## src/rtl/memory_access.sv

```systemverilog
// Memory stage of the 64-bit RISC-V pipeline.
//
// Accepts the execute-stage bundle and turns loads and stores into data-bus
// requests. The stage holds until the bus responds. It then presents a
// registered writeback bundle downstream through a valid/ready handshake.
//
// Ports
//   clk, reset            clock; asynchronous active-low reset
//   in_*                  execute bundle (valid/ready, result/address, store
//                         data, memread/memwrite/regwrite, dst)
//   dreq_*                data-bus request (valid, addr, byte strobe, data)
//   dresp_*               data-bus response (single-cycle data_ok, load data)
//   out_*                 writeback bundle (valid/ready, result, regwrite,
//                         dst, misalign)
module memory_access #(
   parameter int unsigned XLEN = 64,
   parameter int unsigned REGW = 5
) (
   input  logic            clk,
   input  logic            reset,
   input  logic            in_valid,
   output logic            in_ready,
   input  logic [XLEN-1:0] in_result,
   input  logic [XLEN-1:0] in_memdata,
   input  logic            in_memread,
   input  logic            in_memwrite,
   input  logic            in_regwrite,
   input  logic [REGW-1:0] in_dst,
   output logic            dreq_valid,
   output logic [XLEN-1:0] dreq_addr,
   output logic [7:0]      dreq_strobe,
   output logic [XLEN-1:0] dreq_data,
   input  logic            dresp_data_ok,
   input  logic [XLEN-1:0] dresp_data,
   output logic            out_valid,
   input  logic            out_ready,
   output logic [XLEN-1:0] out_result,
   output logic            out_regwrite,
   output logic [REGW-1:0] out_dst,
   output logic            out_misalign
);

   typedef enum logic [1:0] {StIdle, StMem, StOut} state_e;

   state_e            state_q, state_d;
   // result_q is the bus address while in StMem, then the writeback result.
   logic [XLEN-1:0]   result_q, result_d;
   logic [XLEN-1:0]   data_q, data_d;
   logic              is_load_q, is_load_d;
   logic              regwrite_q, regwrite_d;
   logic [REGW-1:0]   dst_q, dst_d;
   logic              misalign_q, misalign_d;

   logic              accept;
   logic              is_mem;
   logic              is_mis;

   assign in_ready = (state_q == StIdle) | ((state_q == StOut) & out_ready);
   assign accept   = in_valid & in_ready;
   assign is_mem   = in_memread | in_memwrite;
   assign is_mis   = is_mem & (in_result[2:0] != 3'b000);

   always_comb begin
      state_d    = state_q;
      result_d   = result_q;
      data_d     = data_q;
      is_load_d  = is_load_q;
      regwrite_d = regwrite_q;
      dst_d      = dst_q;
      misalign_d = misalign_q;

      unique case (state_q)
         StMem: begin
            if (dresp_data_ok) begin
               state_d = StOut;
               // A store reports its latched address, so result_q stays put.
               if (is_load_q) result_d = dresp_data;
            end
         end
         StOut: begin
            if (out_ready) state_d = StIdle;
         end
         default: ;
      endcase

      // A new bundle overrides the StOut drain, giving back-to-back transfers.
      if (accept) begin
         result_d   = in_result;
         data_d     = in_memdata;
         // memread together with memwrite behaves as a store.
         is_load_d  = in_memread & ~in_memwrite;
         regwrite_d = in_regwrite & ~is_mis;
         dst_d      = in_dst;
         misalign_d = is_mis;
         state_d    = (is_mem & ~is_mis) ? StMem : StOut;
      end
   end

   always_ff @(posedge clk or negedge reset) begin
      if (!reset) begin
         state_q    <= StIdle;
         result_q   <= '0;
         data_q     <= '0;
         is_load_q  <= 1'b0;
         regwrite_q <= 1'b0;
         dst_q      <= '0;
         misalign_q <= 1'b0;
      end else begin
         state_q    <= state_d;
         result_q   <= result_d;
         data_q     <= data_d;
         is_load_q  <= is_load_d;
         regwrite_q <= regwrite_d;
         dst_q      <= dst_d;
         misalign_q <= misalign_d;
      end
   end

   assign dreq_valid   = (state_q == StMem);
   assign dreq_addr    = result_q;
   assign dreq_data    = data_q;
   assign dreq_strobe  = (dreq_valid && !is_load_q) ? 8'hFF : 8'h00;

   assign out_valid    = (state_q == StOut);
   assign out_result   = result_q;
   assign out_regwrite = regwrite_q;
   assign out_dst      = dst_q;
   assign out_misalign = misalign_q;

endmodule

```

## config.mk

```make
export PLATFORM = sky130hd
export DESIGN_NAME = memory_access
export DESIGN_NICKNAME = d
export VERILOG_FILES = /design/src/rtl/memory_access.sv
export SDC_FILE = /design/constraint.sdc
export NUM_CORES = 1
export LEC_CHECK = 0
export ABC_CLOCK_PERIOD_IN_PS = 2340
export BUFFER_PORTS_ARGS = -buffer_cell sky130_fd_sc_hd__buf_2
export CAP_MARGIN = 5
export CORE_AREA = 2 2 163 165
export CTS_CLUSTER_DIAMETER = 200
export DETAILED_ROUTE_END_ITERATION = 10
export DIE_AREA = 0 0 165 167
export GPL_ROUTABILITY_DRIVEN = 0
export HOLD_SLACK_MARGIN = 0.03
export PLACE_DENSITY = 0.5
export SLEW_MARGIN = 15
export SYNTH_ARGS = -nofsm -noshare
export SYNTH_HDL_FRONTEND = slang
export SYNTH_SLANG_ARGS = --single-unit
```

## constraint.sdc

```tcl
create_clock -name clk -period 2.34 [get_ports clk]
set_input_delay 0 -clock clk [delete_from_list [all_inputs] [get_ports clk]]
set_output_delay 0 -clock clk [all_outputs]
set_load 0.05 [all_outputs]
```

After elaboration in Yosys (flattened, before gate mapping)
Cells that the tools add are included.
- equal/unequal tests: 4
- muxes and demuxes: 10
- bitwise operators: 10
- reduce and logical (&&, ||, !) cells: 10
- operators by type and width (operator ; number):
    2-to-1 mux 64 bit ; 4
    2-to-1 mux 2 bit ; 4
    2-to-1 mux 8 bit ; 1
    AND 1 bit ; 6
    != test 3 x 1 -> 1 bit (second input constant) ; 2
    AND reduction 3 bit ; 2
    nonzero test 2 bit ; 3
    nonzero test 3 bit ; 2
    case mux 2 bit (2 select lines) ; 1
    == test 2 x 1 -> 1 bit (second input constant) ; 1
    == test 2 bit (second input constant) ; 1
    logical NOT 2 bit ; 1
    NOT 1 bit ; 2
    OR 1 bit ; 2
    logical AND 1 bit ; 1
    logical NOT 1 bit ; 1
- register bits: 138
- output and inout bits: 210

Longest topological paths before layout
Gate-level depths: netlist of the first run.
- word-level depth: 6
- depth in mapped cells: 9

Least setup slack after synthesis of the first run
Ideal clock, no wire load.
- kind: register -> output
- start: register state_q[1]
- end: output dreq_strobe[1]
- arrival time: 2318 ps
- slack: 22 ps
- cell stages (with the launch flop): 5
- path buffers: 1
- cells stage by stage: dfrtp_1 -> inv_1 -> ha_1 -> nor2b_1 -> buf_4
- word-level cells in the longest chain between the ends: 3
- ends and longest elaborated chain (what ; RTL line ; RTL):
    from (decl) ; 45 ; state_e state_q, state_d;
    from (signal assigned) ; 101 ; state_q <= StIdle;
    from (signal assigned) ; 109 ; state_q <= state_d;
    == test 2 x 1 -> 1 bit ; 119 ; assign dreq_valid = (state_q == StMem);
    net dreq_valid ; 29 ; output logic dreq_valid,
    logical AND 1 bit ; 122 ; assign dreq_strobe = (dreq_valid && !is_load_q) ? 8'hFF : 8'h00;
    2-to-1 mux 8 bit ; 122 ;
    to (decl) ; 31 ; output logic [7:0] dreq_strobe,
The timed path passes the listed nets, and every way through them passes these cells.

Final worst setup path of the first run
- start: register state_q[0]
- end: register result_q[56] (netlist: dreq_addr[56])
- word-level cells in the longest chain between the ends: 6
- ends and longest elaborated chain (what ; RTL line ; RTL):
    == test 2 bit ; 58 ; assign in_ready = (state_q == StIdle) | ((state_q == StOut) & out_ready);
    AND 1 bit ; 58 ;
    OR 1 bit ; 58 ;
    AND 1 bit ; 59 ; assign accept = in_valid & in_ready;
    nonzero test 2 bit (no line) ; -- ;
    AND reduction 3 bit (no line) ; -- ;
    to (signal assigned) ; 110 ; result_q <= result_d;
    to (decl) ; 47 ; logic [XLEN-1:0] result_q, result_d;
Several ways; a longest one is shown, not always the timed one.
A chain may end at the register's enable or synchronous reset.

==> flow_summary_export.csv, run 1 <==
group,metric,value,unit
finish,area_growth,71.8,%
global_route,grt_remaining_overflow,0,
finish,drive_above_1_share,0.490,
worst_setup_path,cp_max_fo,53,
global_route,antenna_found_initial,1,
placement,port_buffers,414,
floorplanning,die_x,165,µm
finish,multi_input_area,0.00226,mm²
sta,setup_violations,0,
sta,worst_slack,0.168,ns
flow_run,max-cap-violations,0,
power_and_ir_drop,ir_drop,0.000363,V
yosys,syn_nets,742,
global_route,grt_max_degree,67,
min_path,min_path_type,"in2reg",
worst_setup_path,cp-start-kind,"flop",
clock_network,path_clk_slew,0.06,ns
placement,place_hpwl,15000,µm
finish,final_cell_mix,"buf_2 (413), dlygate4sd3_1 (202), dfrtp_1 (138)",
worst_setup_path,crit_chain,"inv_1 > ha_1 > a21o_2 > buf_8 > nand3_1 > o21ai_0 > dlygate4sd3_1",
outcome,status,"finished clean",
worst_setup_path,rr_worst_depth,7,
global_route,grt_busiest_layer,"met2",
floorplanning,initial_utilization,0.250,
routing,vias,6169,
routing,antenna_left,0,
clock_network,cts_sinks,138,
clock_network,cts_tree,"yes",
floorplanning,die_area,0.0276,mm²
clock_network,cts-buffers-inserted,17,
worst_setup_path,timing.rr.end,"dreq_addr[56]",
min_path,whs_endpoint,"state_q[0]",
sta,finalMaxSlewViolations,0,
global_route,grt_pass1_vias,6591,
finish,nFillCells,2433,
yosys,synth-seq-area-share,0.536,
worst_setup_path,required,2.68,ns
yosys,post_synth.cell_area_avg,12.1,µm²
global_route,use_met2,0.280,
routing,vias_per_cell,4.31,
sta,rsz0062_at_grt,"no",
routing,dr.pass1.iters,4,
min_path,worst_hold_startpoint,"dresp_data_ok",
yosys,synth_cell_type_count,27,
floorplanning,coreArea,0.0258,mm²
sta,fmax,460,MHz
worst_setup_path,r2r_slack,0.17,ns
sta,skew,0.00874,ns
worst_setup_path,worstReg2RegStart,"state_q[0]",
min_path,whs_path_depth,4,
routing,wl,22400,µm
worst_setup_path,critical_path.max_stage_delay,0.57,ns
finish,final-seq-area,0.00345,mm²
clock_network,cts_buffer_depth,2,
sta,timing.setup.tns,0,ns
routing,drcViolationCount,0,
finish,nNetsFinal,1290,
power_and_ir_drop,leakagePower,0.00654,µW
global_route,track_usage,0.159,
yosys,yosysWarnings,0,
sta,relSlewSlack,0.477,
clock_network,clock_latency,0.41,ns
sta,tightest_slew,0.785,ns
worst_setup_path,path_class,"reg2reg",
yosys,synth.ff_latch_count,138,
floorplanning,num_rows,59,
yosys,synthesis.area,0.00645,mm²
floorplanning,io_pins,415,
power_and_ir_drop,powerDensity,496,mW/mm²
worst_setup_path,cpMaxStageDelayCell,"dlygate4sd3_1",
clock_network,cts_root_buffer,"clkbuf_16",
yosys,postSynthCellCount,534,
worst_setup_path,endpoint_kind,"flop",
sta,hold_viol,0,
sta,whs,0.117,ns
floorplanning,die_y,167,µm
finish,layout_commonest_cell,"buf_2",
global_route,grt_first_pass_wirelength,34500,µm
global_route,met1_usage,0.184,
routing,wl_per_cell,15.7,µm
sta,finalCritPeriodShare,0.928,
routing,drtIter0Drc,233,
finish,final_cell_area,0.0111,mm²
placement,pre_cts_ws,0.333,ns
sta,timing.final.crit_period,2.17,ns
worst_setup_path,arrival,2.52,ns
clock_network,htree_levels,4,
placement,dpl-instance-area,0.00845,mm²
global_route,grt_util_met3,0.0431,
[cell type report]
class | count | share of cell area
timing repair buffer | 637 | 0.394
sequential | 138 | 0.312
multi-input combinational | 285 | 0.204
clock buffer | 17 | 0.0384
tap | 335 | 0.0378
clock inverter | 14 | 0.0123
inverter | 3 | 0.00102
antenna | 1 | 0.000226
[critical path: cells and delay by family, from the launching register on]
family / cells / cell delay [ns]
flip-flops: 1 / 0.38
AND/OR/NAND/NOR: 1 / 0.12
buffers and inverters: 3 / 1.01
AO/OA/AOI/OAI: 2 / 0.30
adder cells (fa/ha/maj): 1 / 0.24
[power breakdown]
group	total, µW	internal, µW	switching (µW)
clock	2620	1480	1140
sequential	2390	2390	0
combinational	494	322	172
total	5500	4190	1310
[through the flow]
stage	power, µW	std cells	util
after floorplan	2450	534	-
after CTS	5600	1425	0.428
after detailed placement	2700	1192	0.328
after global placement	2700	1192	0.328
final	5500	1430	0.430
after global routing	5760	1430	0.430
[state kept, by name, indices dropped and copies added, names as in the netlist]
| name | flops |
|---|---|
| state_q | 2 |
| is_load_q | 1 |
| out_regwrite | 1 |
| dreq_data | 64 |
| out_misalign | 1 |
| out_dst | 5 |
| dreq_addr | 64 |
[cells in the mapped netlist]
cell       instances  area share
mux2_2            64        0.11
mux2_4             2      0.0047
and2_4             1      0.0014
nand2b_1           2      0.0019
inv_1              3      0.0017
o2111ai_1          2      0.0027
nand2_2            1     0.00097
buf_4             71       0.083
ha_1               3      0.0058
a31oi_1            1     0.00097
a21o_1             1      0.0012
and3b_1            1      0.0014
dfrtp_1          138        0.54
o21ai_1           10      0.0078
nor3_1             1     0.00078
nor2_1             2      0.0012
clkbuf_1          18       0.010
o31ai_1            1      0.0012
o31a_1             1      0.0014
buf_6              6       0.010
nand3_1           65       0.050
buf_2             13       0.010
mux2i_1           64       0.099
o21ai_0           55       0.043
mux2_1             5      0.0087
nor2b_1            2      0.0019
and3_1             1     0.00097
[cell families (layout without fill, tap and decap cells)]
| kind of cell | Yosys count | count (layout) | synth area share |
|---|---|---|---|
| fa+ha+maj | 3 | 3 | 0.00582 |
| flops | 138 | 138 | 0.536 |
| compound gates | 71 | 71 | 0.0578 |
| buf+inv | 111 | 671 | 0.115 |
| other cells | 0 | 1 | 0 |
| mux | 135 | 135 | 0.224 |
| simple gates | 76 | 76 | 0.0609 |
[metal layers]
layer | wire, µm | share of wire
met5 | 0 | 0
met2 | 11200 | 0.50
met3 | 1520 | 0.068
met4 | 395 | 0.018
met1 | 9280 | 0.41
[repair_timing]
action                                  4_1_cts  5_1_grt
endpoints found under the setup margin        0       30
endpoints found under the hold margin       195        0
resized for setup                             0        3
buffers inserted                              0        4
hold buffers                                202        0
[worst max path at each step]
| stage | from | endpoint | slack [ns] | cells past startpoint |
|---|---|---|---|---|
| detailed placement | state_q[0] | out_dst[2] | 0.33 | 6 |
| CTS | state_q[0] | dreq_addr[59] | 0.02 | 7 |
| finish | state_q[0] | dreq_addr[56] | 0.17 | 7 |
| global route | state_q[0] | dreq_addr[4] | 0.04 | 7 |
| floorplan | state_q[1] | dreq_strobe[1] | 0.02 | 4 |
| global placement | state_q[0] | dreq_data[63] | 0.38 | 6 |
(Power assumes the default switching activity.)
==> run 2: changes to the inputs <==
--- a/config.mk
+++ b/config.mk
@@ -9,12 +9,12 @@
 export BUFFER_PORTS_ARGS = -buffer_cell sky130_fd_sc_hd__buf_2
 export CAP_MARGIN = 5
 export CORE_AREA = 2 2 163 165
-export CTS_CLUSTER_DIAMETER = 200
 export DETAILED_ROUTE_END_ITERATION = 10
 export DIE_AREA = 0 0 165 167
 export GPL_ROUTABILITY_DRIVEN = 0
 export HOLD_SLACK_MARGIN = 0.03
 export PLACE_DENSITY = 0.5
+export RECOVER_POWER = 50
 export SLEW_MARGIN = 15
 export SYNTH_ARGS = -nofsm -noshare
 export SYNTH_HDL_FRONTEND = slang
==> run 2 against run 1 <==
  * Setup slack lost 0.0073 ns
  * Via count grew 0.19%
  * Clock power is essentially flat
  * The flow now finishes with violations (max-capacitance violations, max-slew violations)
  * Utilization shrank 0.60 points
  * Clock skew is essentially flat
  * Hold slack gained 0.00087 ns
  * Critical path type unchanged
  * Largest power group unchanged
  * Design area shrank 1.4%
  * Clock-buffer cell count is the same
  * Critical path depth is the same
  * Total power shrank 0.12%
  * Cell count is the same
  * First-iteration DRC count grew 0.86%
==> flow_summary_export.csv, run 2 (synthesis results as in run 1) <==
group,metric,value,unit
outcome,status,"complete, but fails checks",
outcome,violations,"max-capacitance violations, max-slew violations",
sta,hold_viol,0,
global_route,grt_util_met3,0.0431,
finish,area_growth,69.4,%
worst_setup_path,cp-start-kind,"flop",
floorplanning,die_area,0.0276,mm²
routing,drtIter0Drc,235,
finish,nNetsFinal,1290,
global_route,grt_busiest_layer,"met2",
floorplanning,coreArea,0.0258,mm²
power_and_ir_drop,combPwrFrac,0.089,
routing,antenna_left,0,
global_route,grt_pass1_vias,6591,
clock_network,cts_buffer_depth,2,
sta,finalMaxSlewViolations,61,
global_route,grt_max_degree,67,
power_and_ir_drop,pwr-share-seq,0.434,
finish,drive_above_1_share,0.393,
global_route,grt_remaining_overflow,0,
power_and_ir_drop,switching_power,1310,µW
floorplanning,die_x,165,µm
worst_setup_path,path_class,"reg2reg",
finish,final-seq-area,0.00345,mm²
sta,finalCritPeriodShare,0.931,
worst_setup_path,arrival,2.52,ns
clock_network,clock_latency,0.41,ns
finish,final_cell_mix,"buf_2 (308), dlygate4sd3_1 (202), dfrtp_1 (138)",
floorplanning,initial_utilization,0.250,
placement,place_hpwl,15000,µm
finish,layout_commonest_cell,"buf_2",
clock_network,path_clk_slew,0.06,ns
worst_setup_path,endpoint_kind,"flop",
min_path,min_path_type,"in2reg",
floorplanning,die_y,167,µm
routing,drcViolationCount,0,
clock_network,cts-buffers-inserted,17,
clock_network,cts_sinks,138,
power_and_ir_drop,p_sw_frac,0.238,
finish,multi_input_area,0.00226,mm²
sta,timing.setup.tns,0,ns
routing,wl_per_cell,15.7,µm
global_route,grt_first_pass_wirelength,34500,µm
placement,dp_cells,1192,
flow_run,max-cap-violations,1,
sta,fmax,459,MHz
power_and_ir_drop,leakagePower,0.00607,µW
placement,port_buffers,414,
global_route,antenna_found_initial,1,
routing,vias_per_cell,4.32,
sta,rsz0062_at_grt,"no",
finish,nFillCells,2507,
clock_network,cts_root_buffer,"clkbuf_16",
global_route,use_met2,0.280,
floorplanning,num_rows,59,
worst_setup_path,cp_max_fo,53,
finish,stdcell_count,1430,
power_and_ir_drop,clkPwrFrac,0.477,
clock_network,cts_tree,"yes",
routing,vias,6181,
sta,setup_violations,0,
power_and_ir_drop,p_int,4190,µW
floorplanning,io_pins,415,
sta,tightest_slew,1.66,ns
global_route,track_usage,0.159,
routing,wl,22400,µm
worst_setup_path,required,2.68,ns
sta,timing.final.crit_period,2.18,ns
routing,dr.pass1.iters,4,
clock_network,htree_levels,4,
power_and_ir_drop,powerDensity,503,mW/mm²
sta,relSlewSlack,-0.104,
sta,skew,0.00842,ns
global_route,met1_usage,0.184,
power_and_ir_drop,ir_drop,0.000362,V
run 2: cell count changes in the layout (fill, tap and decap cells not counted):
cell / before / now
buf_12: 8 / 7
buf_2: 413 / 308
buf_4: 12 / 11
buf_6: 1 / 0
clkbuf_1: 0 / 106
clkbuf_2: 0 / 1
clkbuf_4: 0 / 1
run 2: area by class of cell:
type,instances,share of cell area
timing repair buffer,637,0.386
sequential,138,0.316
multi-input combinational,285,0.207
clock buffer,17,0.0389
tap,335,0.0384
clock inverter,14,0.0125
inverter,3,0.00103
antenna,1,0.000229
run 2: timing repair:
action,4_1_cts,5_1_grt
setup buffers,0,4
hold buffers,202,0
resized for setup,0,3
endpoints found under the hold margin,195,0
setup endpoints to repair,0,30
run 2: worst max-delay path, stage by stage (launching register included):
cell	delay, ns
dfrtp_1	0.38
inv_1	0.11
ha_1	0.24
a21o_2	0.20
buf_8	0.33
nand3_1	0.13
o21ai_0	0.11
dlygate4sd3_1	0.55
run 2: power groups by stage:
stage	Sequential, µW	Clock, µW	Combinational, µW
finish	2390	2620	489
global route	2380	2840	532
CTS	2380	2720	496
detailed placement	2430	0	269
global placement	2430	0	268
floorplan	2430	0	23.2
run 2: metal layers:
| layer | wire length (µm) | up-vias |
|---|---|---|
| li1 | - | 2899 |
| met1 | 9250 | 2977 |
| met2 | 11200 | 276 |
| met3 | 1550 | 29 |
| met4 | 440 | 0 |
| met5 | 0 | - |
run 2: through the flow:
stage          cell area (µm²)   util  total power, µW  setup WS [ns]  hold WS [ns]
6_report                 10900  0.424             5490          0.160         0.118
5_1_grt                  10900  0.424             5760         0.0378         0.118
4_1_cts                  11000  0.428             5600         0.0201        0.0971
3_5_place_dp              8450  0.328             2700          0.333        0.0486
3_3_place_gp              8450  0.328             2700          0.384        0.0489
2_1_floorplan             6450      -             2450         0.0221        -0.296
run 2: final timing paths:
path / from / endpoint / slack, ns / cells after the start
max reg2reg: state_q[0] / dreq_addr[41] / 0.16 / 7
min reg2reg: dreq_data[53] / dreq_data[53] / 0.50 / 1
min: dresp_data_ok / state_q[0] / 0.12 / 4
max: state_q[0] / dreq_addr[41] / 0.16 / 7
max in group asynchronous: reset / dreq_data[36] / 0.41 / 3
min in group asynchronous: reset / dreq_addr[10] / 0.57 / 2
